==> config.mk <==
export PLATFORM = sky130hd
export DESIGN_NAME = ram_write_arbiter
export DESIGN_NICKNAME = d
export VERILOG_FILES = /design/src/rtl/ram_write_arbiter.sv
export SDC_FILE = /design/constraint.sdc
export NUM_CORES = 1
export LEC_CHECK = 0
export CAP_MARGIN = 20
export CORE_MARGIN = 3
export CORE_UTILIZATION = 43
export DETAILED_ROUTE_END_ITERATION = 12
export PLACE_DENSITY = 0.8
export RECOVER_POWER = 100
export SETUP_SLACK_MARGIN = 0.5
export SLEW_MARGIN = 5
export SYNTH_ARGS = -nofsm -noshare
export SYNTH_HDL_FRONTEND = slang
export SYNTH_SLANG_ARGS = --single-unit
==> constraint.sdc <==
create_clock -name Clock -period 1.8 [get_ports Clock]
set_input_delay 0.27 -clock Clock [delete_from_list [all_inputs] [get_ports Clock]]
set_output_delay 0.27 -clock Clock [all_outputs]
set_load 0.1 [all_outputs]
==> src/rtl/ram_write_arbiter.sv <==
// Write-port arbiter for the board RAM: two requesters plus a clear sweep.
// Define RAM_ARB_RR_EN for round-robin arbitration; otherwise A has fixed priority.
module ram_write_arbiter #(
    parameter  int depth     = 256,
    parameter  int width     = 10,
    localparam int depthbits = (depth > 1) ? $clog2(depth) : 1
) (
    input  logic                 Clock,
    input  logic                 Reset_n,
    input  logic                 ClearStart,
    input  logic [width-1:0]     ClearData,
    output logic                 Busy,
    output logic                 ClearDone,
    input  logic                 ReqA,
    input  logic [depthbits-1:0] AddrA,
    input  logic [width-1:0]     DataA,
    input  logic                 ReqB,
    input  logic [depthbits-1:0] AddrB,
    input  logic [width-1:0]     DataB,
    output logic                 GntA,
    output logic                 GntB,
    output logic                 WE,
    output logic [depthbits-1:0] WAddr,
    output logic [width-1:0]     WData
);

    typedef enum logic {IDLE, CLEAR} state_t;

    localparam logic [depthbits-1:0] lastaddr = depthbits'(depth - 1);

    state_t               state;
    logic [depthbits-1:0] count;
    logic [width-1:0]     fill;
    logic                 wina;
    logic                 winb;
    logic                 open;

`ifdef RAM_ARB_RR_EN
    logic prefa;
    assign wina = ReqA & (prefa | ~ReqB);
`else
    assign wina = ReqA;
`endif
    assign winb = ReqB & ~wina;

    // A clear request owns the port in its own cycle, so no grant then.
    assign open = (state == IDLE) & ~ClearStart;
    assign GntA = open & wina;
    assign GntB = open & winb;

    always_ff @(posedge Clock) begin
        if (!Reset_n) begin
            state     <= IDLE;
            WE        <= 1'b0;
            WAddr     <= '0;
            WData     <= '0;
            Busy      <= 1'b0;
            ClearDone <= 1'b0;
            count     <= '0;
            fill      <= '0;
`ifdef RAM_ARB_RR_EN
            prefa     <= 1'b1;
`endif
        end else begin
            WE        <= 1'b0;
            ClearDone <= 1'b0;
            unique case (state)
                IDLE: begin
                    if (ClearStart) begin
                        state <= CLEAR;
                        Busy  <= 1'b1;
                        count <= '0;
                        fill  <= ClearData;
                    end else if (GntA | GntB) begin
                        WE    <= 1'b1;
                        WAddr <= GntA ? AddrA : AddrB;
                        WData <= GntA ? DataA : DataB;
                    end
                end
                CLEAR: begin
                    WE    <= 1'b1;
                    WAddr <= count;
                    WData <= fill;
                    count <= count + 1'b1;
                    if (count == lastaddr) begin
                        state     <= IDLE;
                        Busy      <= 1'b0;
                        ClearDone <= 1'b1;
                        count     <= '0;
                    end
                end
                default: state <= IDLE;
            endcase
`ifdef RAM_ARB_RR_EN
            if (GntA) begin
                prefa <= 1'b0;
            end else if (GntB) begin
                prefa <= 1'b1;
            end
`endif
        end
    end

endmodule
==> results of run 1 <==
flip-flops by register name, summed over array words and instances, names as in the netlist:
register,cells
ClearDone,1
WE,1
fill,10
count,8
WData,10
state,1
WAddr,8
Busy,1
metrics by stage:
step	util	power, uW
6_report	0.717	2320
4_1_cts	0.731	2340
2_1_floorplan	-	1380
5_1_grt	0.717	2410
3_3_place_gp	0.673	1610
3_5_place_dp	0.673	1620
logic make-up (layout without fill, tap and decap cells):
kind of cell / after synthesis / count (layout) / synth area share
AO/OA/AOI/OAI: 57 / 57 / 0.195
AND/OR/NAND/NOR: 96 / 96 / 0.242
adder cells (fa/ha/maj): 1 / 1 / 0.00675
buffers and inverters: 20 / 113 / 0.0493
multiplexers: 12 / 12 / 0.0749
flip-flops: 40 / 40 / 0.432
what timing repair did:
action	CTS	global route
pin swaps	9	2
setup endpoints to repair	25	34
gates resized for setup	20	20
buffers inserted	10	1
worst min-delay path: cells and delay by family, from the launching register on:
kind             cells  cell delay (ns)
AND/OR/NAND/NOR      1             0.05
flip-flops           1             0.31
AO/OA/AOI/OAI        1             0.05
worst max path at each step:
stage                           from                     to  cells after the start
floorplan           state$_SDFF_PN0_                   GntB                      4
global placement                ReqA  WData[9]$_SDFFE_PN0P_                      7
detailed placement              ReqA  WData[9]$_SDFFE_PN0P_                      7
CTS                 state$_SDFF_PN0_                   GntA                      4
global route        state$_SDFF_PN0_  WAddr[0]$_SDFFE_PN0P_                      5
finish              state$_SDFF_PN0_  WAddr[0]$_SDFFE_PN0P_                      5
power breakdown:
part	total, uW	switching (uW)	leakage [uW]	internal [uW]
clock network	712	301	0.0000552	411
registers	954	25.9	0.000331	928
logic	653	406	0.000790	247
total	2320	733	0.00118	1590
cell usage after synthesis (2+ instances only):
cell type,instances
nand2_1,45
a22oi_1,11
or2_2,2
o21ai_0,2
nor3_1,2
nand3_1,14
buf_2,4
nand4_1,2
nand2b_1,3
nor2_1,13
o311ai_0,2
nor3b_1,2
a31oi_1,2
clkbuf_1,10
o31ai_1,4
a211oi_1,2
mux2_2,11
inv_1,3
and3_1,5
dfxtp_1,40
a21oi_1,29
per-layer routing:
metal  vias up  global-route usage  wire, um
met2        95               0.349      2570
met3        11              0.0631       479
li1        985                   -         -
met5         -                   0         0
met1       910               0.264      2190
met4         0              0.0772        78
area by class of cell:
cell class	count	area [sq um]	area share
sequential	40	813	0.277
inverter	4	27.5	0.00939
timing repair buffer	101	863	0.294
tap	50	62.6	0.0213
multi-input combinational	166	1060	0.361
clock buffer	6	72.6	0.0248
clock inverter	2	35.0	0.0120
==> results.md, run 1 <==
- Worst-Skew Late Latency: 0.29 ns
- Critical path's top delay family: simple AND/OR/NAND/NOR gates
- Post-synth EDFFs: 0
- Reg2Reg Depth: 5
- Mapped Nets: 278
- Max clock buf depth: 2
- Area growth syn-to-layout: 58.1%
- Hold Startpoint: fill[4]$_SDFFE_PN0P_
- First-pass GRT wire length: 8.85 mm
- Lkg Pwr: 0.00118 uW
- Clk slew on worst S/H paths: 0.08 ns
- Total GRT Usage: 0.213
- Ratio of cells with drive above 1 in the final layout: 0.292
- Worst endpoint required time: 1.96 ns
- Initial antenna violation count: 0
- Largest net degree at the start of global routing: 40
- Die ar.: 5140 sq um
- CP max FO: 2
- Slew @ Worst Pin: 0.565 ns
- Post-synthesis cell area: 1850 sq um
- Max VDD drop: 572 uV
- Slowest stage delay, CP: 0.41 ns
- Hold Path Depth: 2
- Synth cell types: 39
- Kind of end point of the critical path: register
- Synth area leaders: dfxtp_1 (43%), nand2_1 (9.1%), a21oi_1 (7.8%)
- # setup viols final: 0
- Outcome: completed
- Vias per inst: 5.42
- FF-to-FF End: WAddr[0]$_SDFFE_PN0P_
- Flops & latches, synth: 40
- Max-cap violations: 0
- Setup tns final: 0 ns
- Die Height: 71.7 um
- Crit path buf inv count: 1
- Dpl ws: -0.273 ns
- Skew final: 0.00904 ns
- DRC violation count after routing: 0
- Yosys warns: 0
- WL final: 5.33 mm
- Unrepaired setup endpoints after global routing: yes
- Die width: 71.7 um
- CTS Sinks: 40
- Hold endpoint: fill[4]$_SDFFE_PN0P_
- Overflow after GRT: 0
- Hold Vio Cnt, Final: 0
- Row Count: 23
- Routability Congestion: 0.830
- CTS tree: done
- Area share of the largest cell type after synthesis: 0.432
- # fillers: 322
- ANT cells: 0
- Core ar.: 4090 sq um
- Fin Hold WS: 0.453 ns
- Startpoint Class: register
- 1st-iter DRT viols: 132
- Ys flop type: dfxtp_1
- Placed Area: 2750 sq um
- Drt first pass iters: 4
- Asr flop ratio synth: 0
- Minimum clock period: 1.69 ns
- H-tree depth: 2
- Clk root buf: clkbuf_8
- CTS Buf Count: 5
- Starting Density: 0.454
- Final non-filler cell area: 2930 sq um
- Area leader, netlist: dfxtp_1
- DR vias: 2,001
- CP arrival: 1.85 ns
- Vias in the first global route: 1,973
- Most common cell after layout, fill and taps aside: clkdlybuf4s50_1
- Most frequent cells in the layout: clkdlybuf4s50_1 (47), nand2_1 (42), dfxtp_1 (34), a21oi_1 (26), clkbuf_2 (22)
- Pwr dens: 791 nW/um^2
- Final ANT Viol Nets: 0
- Final cell count without fillers: 369
- Relative slew slack: 0.625
- HPWL after DPL: 3.64 mm
- CP Cell Sequence: or3b_4 > clkbuf_1 > mux2_4 > a221oi_2 > nor2_1
- PortBufs: 73
- Worst path slowest cell: or3b_4
- Worst setup margin: 0.105 ns
- Syn Area/Cell: 8.20 sq um
- Final period utilization: 0.942
- Post-DR wirelength/cell: 14.4 um
- R2r setup slk: 0.11 ns
- Fin nets: 370
- Synthesized netlist cell count: 226
- F_max: 590 MHz
- CTS Hold Buffers Added: 0
- Crit path kind: reg -> reg
- Register area share after synthesis: 0.432
- Dpl cells: 350
- I/O pin cnt: 74
- Worst R2R Start: state$_SDFF_PN0_
- Pins Over Slew Limit: 0
- Hold WC Path Type: reg -> reg
Note: power is estimated with default switching activity, not from simulation.
==> inputs of run 2 (changes only) <==
CORE_MARGIN = unset   (was 3)
GPL_ROUTABILITY_DRIVEN = 0   (was unset)
==> results.md, run 2 (same netlist as run 1, synthesis figures left out) <==
- DR vias: 1,987 (was 2,001)
- Area growth syn-to-layout: 59.7% (was 58.1%)
- Pins Over Slew Limit: 0 (unchanged)
- Starting Density: 0.457 (was 0.454)
- Die width: 67.7 um (was 71.7 um)
- # fillers: 305 (was 322)
- Crit path kind: reg -> reg (unchanged)
- Fin nets: 368 (was 370)
- Clk network pwr share: 0.295 (was 0.307)
- Pwr dens: 776 nW/um^2 (was 791 nW/um^2)
- Die Height: 67.7 um (was 71.7 um)
- Post-DR wirelength/cell: 15.5 um (was 14.4 um)
- Max VDD drop: 383 uV (was 572 uV)
- Skew final: 0.00693 ns (was 0.00904 ns)
- Final cell count without fillers: 367 (was 369)
- Die ar.: 4580 sq um (was 5140 sq um)
- Tot Pwr: 2300 uW (was 2320 uW)
- Lkg Pwr: 0.00118 uW (about the same)
- Most common cell after layout, fill and taps aside: clkdlybuf4s50_1 (unchanged)
- Initial antenna violation count: 0 (unchanged)
- Drt first pass iters: 4 (unchanged)
- Final ANT Viol Nets: 0 (unchanged)
- H-tree depth: 2 (unchanged)
- Outcome: completed (unchanged)
- CTS tree: done (unchanged)
- Startpoint Class: register (unchanged)
- Comb power frac: 0.290 (was 0.282)
- Clk root buf: clkbuf_8 (unchanged)
- R2r setup slk: 0.12 ns (was 0.11 ns)
- Vias in the first global route: 1,866 (was 1,973)
- # setup viols final: 0 (unchanged)
- P_sw: 765 uW (was 733 uW)
- Kind of end point of the critical path: register (unchanged)
- Sw Share: 0.333 (was 0.316)
- Fin Hold WS: 0.462 ns (was 0.453 ns)
- Core ar.: 4060 sq um (was 4090 sq um)
- Clk slew on worst S/H paths: 0.08 ns (about the same)
- ANT cells: 0 (unchanged)
- Minimum clock period: 1.68 ns (was 1.69 ns)
- PortBufs: 73 (unchanged)
- Largest regs: WData x10, fill x10 (unchanged)
- I/O pin cnt: 74 (unchanged)
- Hold Vio Cnt, Final: 0 (unchanged)
- Max clock buf depth: 2 (unchanged)
- CP arrival: 1.90 ns (was 1.85 ns)
- F_max: 596 MHz (was 590 MHz)
- 1st-iter DRT viols: 81 (was 132)
- Post-layout util: 0.730 (was 0.717)
- Most frequent cells in the layout: clkdlybuf4s50_1 (47), nand2_1 (42), dfxtp_1 (34), a21oi_1 (27), clkbuf_2 (22) (was clkdlybuf4s50_1 (47), nand2_1 (42), dfxtp_1 (34), a21oi_1 (26), clkbuf_2 (22))
- Dpl cells: 351 (was 350)
- Worst-Skew Late Latency: 0.30 ns (was 0.29 ns)
- CTS Buf Count: 5 (unchanged)
- WL final: 5.68 mm (was 5.33 mm)
- Worst endpoint required time: 2.02 ns (was 1.96 ns)
- HPWL after DPL: 3.68 mm (was 3.64 mm)
- Unrepaired setup endpoints after global routing: yes (unchanged)
- CP max FO: 5 (was 2)
- Seq pwr share: 0.415 (was 0.411)
- Pint: 1530 uW (was 1590 uW)
- Relative slew slack: 0.578 (was 0.625)
- Vias per inst: 5.41 (was 5.42)
- Overflow after GRT: 0 (unchanged)
- Row Count: 23 (unchanged)
- Largest net degree at the start of global routing: 31 (was 40)
- Max-cap violations: 0 (unchanged)
- Slew @ Worst Pin: 0.633 ns (was 0.565 ns)
- First-pass GRT wire length: 8.51 mm (was 8.85 mm)
- Final period utilization: 0.932 (was 0.942)
- Total GRT Usage: 0.254 (was 0.213)
- CTS Sinks: 40 (unchanged)
- Hold WC Path Type: reg -> reg (unchanged)
- Ratio of cells with drive above 1 in the final layout: 0.309 (was 0.292)
- DRC violation count after routing: 0 (unchanged)
-- run 2: changes by cell type in the layout (fill, tap and decap cells not counted), moves of 2 or more --
cell / delta
nor2_2: +2
clkbuf_1: -3
nor2_1: -2
o31ai_1: -3
o31ai_4: +2
buf_4: +2
-- run 2: critical path, cell delays in order, from the launching register on --
cell      delay (ns)
dfxtp_1         0.33
or3b_1          0.41
buf_12          0.16
inv_12          0.04
clkbuf_1        0.12
buf_8           0.12
nand2_2         0.05
and3_4          0.17
o31ai_4         0.20
-- run 2: metal layers --
layer  GRT usage  part of all wire  vias to the layer above
met3      0.0811             0.083                       10
met4      0.0984             0.016                        0
met2       0.406              0.50                       84
met1       0.313              0.40                      918
li1            -                 -                      975
met5           0                 0                        -
-- run 2: cell type report --
cell class                      instances  area, sq um  share of cell area
Multi-Input combinational cell        166         1090               0.368
Timing Repair Buffer                   99          863               0.292
Sequential cell                        40          816               0.275
Clock buffer                            7         97.6              0.0330
Tap cell                               50         62.6              0.0211
Inverter                                4         27.5             0.00929
Clock inverter                          1         5.00             0.00169
-- run 2: per-stage QoR --
stage	setup TNS, ns	worst slack [ns]	area (sq um)
final	0	0.123	2960
after global routing	0	0.0250	2960
after CTS	0	0.161	2930
after detailed placement	-2.23	-0.189	2760
after global placement	-1.57	-0.124	2760
after floorplan	-0.251	-0.251	1940
-- run 2: what timing repair did --
| action | 4_1_cts | 5_1_grt |
|---|---|---|
| hold buffers | 0 | 0 |
| setup buffers | 7 | 1 |
| gates resized for setup | 9 | 28 |
| setup endpoints to repair | 36 | 30 |
| pin swaps | 1 | 5 |
-- run 2: power by group through the flow --
stage | sequential [uW] | clock [uW] | combinational [uW]
after floorplan | 1190 | 0 | 198
after global placement | 977 | 0 | 634
after detailed placement | 980 | 0 | 639
after CTS | 956 | 675 | 657
after global routing | 958 | 723 | 703
final | 953 | 677 | 666
-- run 2: worst paths after layout --
kind	cells after the start	start	end
worst max-delay path	8	state$_SDFF_PN0_	WData[9]$_SDFFE_PN0P_
worst min register to register	2	fill[9]$_SDFFE_PN0P_	fill[9]$_SDFFE_PN0P_
worst max register to register	8	state$_SDFF_PN0_	WData[9]$_SDFFE_PN0P_
worst min-delay path	2	fill[9]$_SDFFE_PN0P_	fill[9]$_SDFFE_PN0P_
